`config.mk`:
```
export PLATFORM = sky130hd
export DESIGN_NAME = cdb_arbiter
export DESIGN_NICKNAME = d
export VERILOG_FILES = /design/src/rtl/cdb_arbiter.sv
export SDC_FILE = /design/constraint.sdc
export NUM_CORES = 1
export LEC_CHECK = 0
export CAP_MARGIN = 0
export CORE_MARGIN = 8
export CORE_UTILIZATION = 31
export CTS_BUF_LIST = sky130_fd_sc_hd__clkbuf_8 sky130_fd_sc_hd__clkbuf_16
export DETAILED_ROUTE_END_ITERATION = 10
export PLACE_DENSITY_LB_ADDON = 0.08
export RECOVER_POWER = 50
export SKIP_CTS_REPAIR_TIMING = 1
export SLEW_MARGIN = 25
export SYNTH_ARGS = -nofsm -noshare
export SYNTH_HDL_FRONTEND = slang
export SYNTH_SLANG_ARGS = --single-unit
```
`constraint.sdc`:
```
create_clock -name clk -period 4.35 [get_ports clk]
set_input_delay 0.435 -clock clk [delete_from_list [all_inputs] [get_ports clk]]
set_output_delay 0.435 -clock clk [all_outputs]
set_load 0.1 [all_outputs]
```
`src/rtl/cdb_arbiter.sv`:
```
// rtl/cdb_arbiter.sv - round-robin arbiter driving one registered common data bus broadcast per cycle
module cdb_arbiter #(
  parameter int N_REQ     = 4,
  parameter int ROB_WIDTH = 4
) (
  input  logic                         clk,
  input  logic                         reset,
  input  logic [N_REQ-1:0]             req_valid,
  input  logic [N_REQ*ROB_WIDTH-1:0]   req_tag,
  input  logic [N_REQ*32-1:0]          req_data,
  output logic [N_REQ-1:0]             req_ready,
  input  logic                         flush,
  output logic                         cdb_valid,
  output logic [ROB_WIDTH-1:0]         cdb_tag,
  output logic [31:0]                  cdb_data
);

  localparam int PTR_W = (N_REQ > 1) ? $clog2(N_REQ) : 1;
  localparam logic [PTR_W-1:0] LAST_IDX = PTR_W'(N_REQ - 1);

  logic [PTR_W-1:0]     rr_ptr;
  logic [N_REQ-1:0]     grant;
  logic [PTR_W-1:0]     grant_idx;
  logic                 grant_any;
  logic [ROB_WIDTH-1:0] sel_tag;
  logic [31:0]          sel_data;

  // Search starts at rr_ptr and wraps; the first valid requester wins.
  always_comb begin
    int idx;
    grant     = '0;
    grant_idx = '0;
    grant_any = 1'b0;
    for (int k = 0; k < N_REQ; k++) begin
      idx = int'(rr_ptr) + k;
      if (idx >= N_REQ) idx = idx - N_REQ;
      if (!grant_any && req_valid[idx]) begin
        grant[idx] = 1'b1;
        grant_idx  = PTR_W'(idx);
        grant_any  = 1'b1;
      end
    end
    if (reset || flush) begin
      grant     = '0;
      grant_any = 1'b0;
    end
  end

  assign req_ready = grant;

  always_comb begin
    sel_tag  = '0;
    sel_data = '0;
    for (int i = 0; i < N_REQ; i++) begin
      if (grant_idx == PTR_W'(i)) begin
        sel_tag  = req_tag[i*ROB_WIDTH +: ROB_WIDTH];
        sel_data = req_data[i*32 +: 32];
      end
    end
  end

  // Tag and data hold their last broadcast when the bus goes idle.
  always_ff @(posedge clk) begin
    if (reset) begin
      cdb_valid <= 1'b0;
      cdb_tag   <= '0;
      cdb_data  <= '0;
      rr_ptr    <= '0;
    end else if (grant_any) begin
      cdb_valid <= 1'b1;
      cdb_tag   <= sel_tag;
      cdb_data  <= sel_data;
      rr_ptr    <= (grant_idx == LAST_IDX) ? '0 : grant_idx + 1'b1;
    end else begin
      cdb_valid <= 1'b0;
    end
  end

endmodule

```
==> results.tsv <==
stage	metric	value	unit
outcome	outcome	complete, no violations	
floorplanning	num ports	192	
logic_synthesis	Yosys Warn Count	0	
sta	Final TNS setup	0	ns
global_route	vias in the first global route	3875	
critical_path	Reg-to-Reg Start	rr_ptr[1]$_SDFFE_PP0P_	
critical_path	crit path from	rr_ptr[1]$_SDFFE_PP0P_	
logic_synthesis	Async S/R FF share, synth	0	%
critical_path	CP Capture Type	register	
pwr	Worst VDD drop	0.308	mV
hold_path	HP Start	cdb_data[2]$_SDFFE_PP0P_	
sta	Final Skew	0.0120	ns
clock_network	clk_lat worst skew	0.29	ns
sta	hold slack	0.482	ns
hold_path	Worst Hold End	cdb_data[2]$_SDFFE_PP0P_	
pwr	Switch Pwr	2180	uW
floorplanning	CORE AREA	0.0102	mm^2
logic_synthesis	sequential cell area fraction in the yosys report	24.4	%
placed_design	DP Worst Slack	0.292	ns
routing	drt total wl	12400	um
sta	worst slew pin tran	1.05	ns
finish	Synth-to-Final Area Change	64.3	%
clock_network	CTS tree	built	
finish	Finished Layout Cells	708	
pwr	switch share	53.9	%
logic_synthesis	Top FF cell, synth	dfxtp_1	
clock_network	Clock Tree Buf Depth	2	
sta	Tcrit/Tclk final	91.8	%
hold_path	Worst Hold Class	register to register	
critical_path	Worst Path Required	4.57	ns
clock_network	htree depth	2	
finish	layout cells sized above 1	5.94	%
placed_design	gpl congestion	0.806	
sta	unrepaired setup endpoints after global routing	no	
routing	1st-pass router iterations	4	
floorplanning	chip width	118	um
placed_design	placed cell area	0.00518	mm^2
sta	Hold Violations, Final	0	
finish	diode count	0	
finish	Final Net Count	731	
pwr	clock share of power	6.0	%
floorplanning	die area	0.0138	mm^2
placed_design	I/O Buffers	191	
run	max_cap viols	0	
global_route	total track usage	17.3	%
global_route	initial antenna violation count	0	
logic_synthesis	dominant cells by area after synthesis	dfxtp_1, nor2b_1, a221oi_1	
logic_synthesis	Mapped Nets	565	
sta	Slew Limit Fails	0	
logic_synthesis	EDFF count, synth	0	
logic_synthesis	Avg Cell Area, Syn	7.90	um^2
routing	# DRC	0	
floorplanning	die height	118	um
routing	total number of vias	3646	
logic_synthesis	Distinct cells, synth	29	
logic_synthesis	post-synth top area cell	dfxtp_1	
pwr	power density cells	768	mW/mm^2
floorplanning	num rows	37	
routing	Vias per Instance	5.15	
sta	relative slew slack	29.9	%
critical_path	Reg2Reg Depth	12	
clock_network	Clock Pin Slew Worst Setup and Hold Paths	0.09	ns
floorplanning	initial core utilization	31.4	%
pwr	P_int	1860	uW
critical_path	reg2reg end	cdb_data[9]$_SDFFE_PP0P_	
sta	min cycle time layout	3.99	ns
global_route	pin count of the biggest net entering global routing	48	
logic_synthesis	cell with the most instances after synthesis	nor2b_1	
logic_synthesis	Commonest cells post-synth	nor2b_1, nand2_1, nand3b_1	
pwr	Gate power share	81.4	%
placed_design	Detailed Place HPWL	9340	um
clock_network	TritonCTS buffer count	5	
sta	final setup fails	0	
logic_synthesis	FF+latch count, synth	39	
routing	DR WL/cell	17.5	um
critical_path	Worst Path Arrival	4.22	ns
critical_path	largest fanout on the critical path	19	
logic_synthesis	Cell Area, Synth	0.00320	mm^2
critical_path	Crit Path Category	register to register	
finish	fillers	979	
hold_path	hold path depth	2	
logic_synthesis	top cell type's share of synthesized area	24.4	%
finish	Final Cell Area	0.00526	mm^2
clock_network	CTS Sinks	39	
logic_synthesis	synthesized netlist cell count	405	
pwr	Sequential Power Share	12.6	%
global_route	first-pass GRT wire length	19900	um
routing	drt first-iter violations	132	
critical_path	critical path startpoint category	register	
global_route	Overflow after GRT	0	
critical_path	worst reg2reg setup slack	0.36	ns
pwr	Static Leakage	0.00192	uW
sta	setup ws final	0.356	ns
routing	remaining antenna violation count after routing	0	
placed_design	Placed Cells	700	
clock_network	Root Driver	clkbuf_8	
sta	FMAX	250	MHz
-- critical path, cell delays in order, from the launching register on --
cell,delay [ns]
dfxtp_1,0.59
inv_1,0.12
ha_1,0.40
mux4_2,0.55
buf_4,0.20
o21ai_0,0.17
a221oi_1,0.13
o32ai_1,0.19
ha_1,0.67
buf_4,0.37
a221oi_1,0.12
o31a_1,0.27
o21ai_0,0.14
-- stage by stage --
stage	power, uW	util (%)
2_1_floorplan	3100	-
3_3_place_gp	3830	50.9
3_5_place_dp	3870	50.9
4_1_cts	4130	51.7
5_1_grt	4380	51.6
6_report	4040	51.6
-- layer usage --
layer | global-route usage (%) | vias to the layer above | routed length (um)
met5 | 0 | - | 0
met4 | 5.92 | 0 | 354
met3 | 5.76 | 21 | 890
met2 | 29.8 | 128 | 5870
met1 | 19.6 | 1681 | 5250
li1 | - | 1816 | -
-- kinds of logic (layout without fill, tap and decap cells) --
kind of cell / Yosys count / after routing / share of synthesized area [%]
fa+ha+maj: 9 / 9 / 3.52
flops: 39 / 39 / 24.4
buf+inv: 53 / 220 / 6.96
mux: 5 / 5 / 3.17
simple gates: 165 / 165 / 30.5
compound gates: 134 / 134 / 31.5
-- how the worst max path moves through the flow --
stage	depth (start not counted)	endpoint
2_1_floorplan	8	req_ready[0]
3_3_place_gp	10	cdb_data[16]$_SDFFE_PP0P_
3_5_place_dp	10	cdb_data[9]$_SDFFE_PP0P_
4_1_cts	10	cdb_data[9]$_SDFFE_PP0P_
5_1_grt	12	cdb_data[9]$_SDFFE_PP0P_
6_report	12	cdb_data[9]$_SDFFE_PP0P_
-- power groups by stage --
stage | logic [uW] | clock network (uW) | registers [uW]
4_1_cts | 3360 | 255 | 513
5_1_grt | 3590 | 268 | 522
6_report | 3290 | 243 | 509
3_3_place_gp | 3320 | 0 | 517
2_1_floorplan | 1980 | 0 | 1120
3_5_place_dp | 3350 | 0 | 521
-- state kept, by name (all words and copies together) (netlist names) --
signal     cells
cdb_data      32
cdb_tag        4
rr_ptr         2
cdb_valid      1
-- area by class of cell --
class / instances / area, um^2 / share of cell area [%]
clock buffers: 5 / 68.8 / 1.31
multi-input cells: 313 / 2200 / 41.9
repair buffers: 203 / 1990 / 37.8
flip-flops and latches: 39 / 781 / 14.9
clock inverters: 3 / 12.5 / 0.238
inverters: 9 / 33.8 / 0.643
well taps: 136 / 170 / 3.24
-- placed cells by master (no fill, tap or decap) --
cell	count
o41ai_4	1
o32ai_1	1
nor2_1	4
clkdlybuf4s50_1	150
o21ai_0	39
dlygate4sd3_1	37
inv_1	11
a221oi_1	38
a22oi_1	1
nand3b_1	41
mux4_2	4
ha_2	3
dfxtp_1	39
nor4b_2	1
nand2_1	43
clkbuf_2	2
or2_2	2
and2_1	1
o32a_1	1
clkbuf_8	5
o221ai_1	1
nor2b_1	73
buf_4	14
o21ai_1	1
o31a_1	36
a32o_1	1
a211oi_1	1
clkinv_2	1
ha_1	6
a21oi_1	9
a22o_1	4
mux2_2	1
Power figures use the tool's default switching activity.
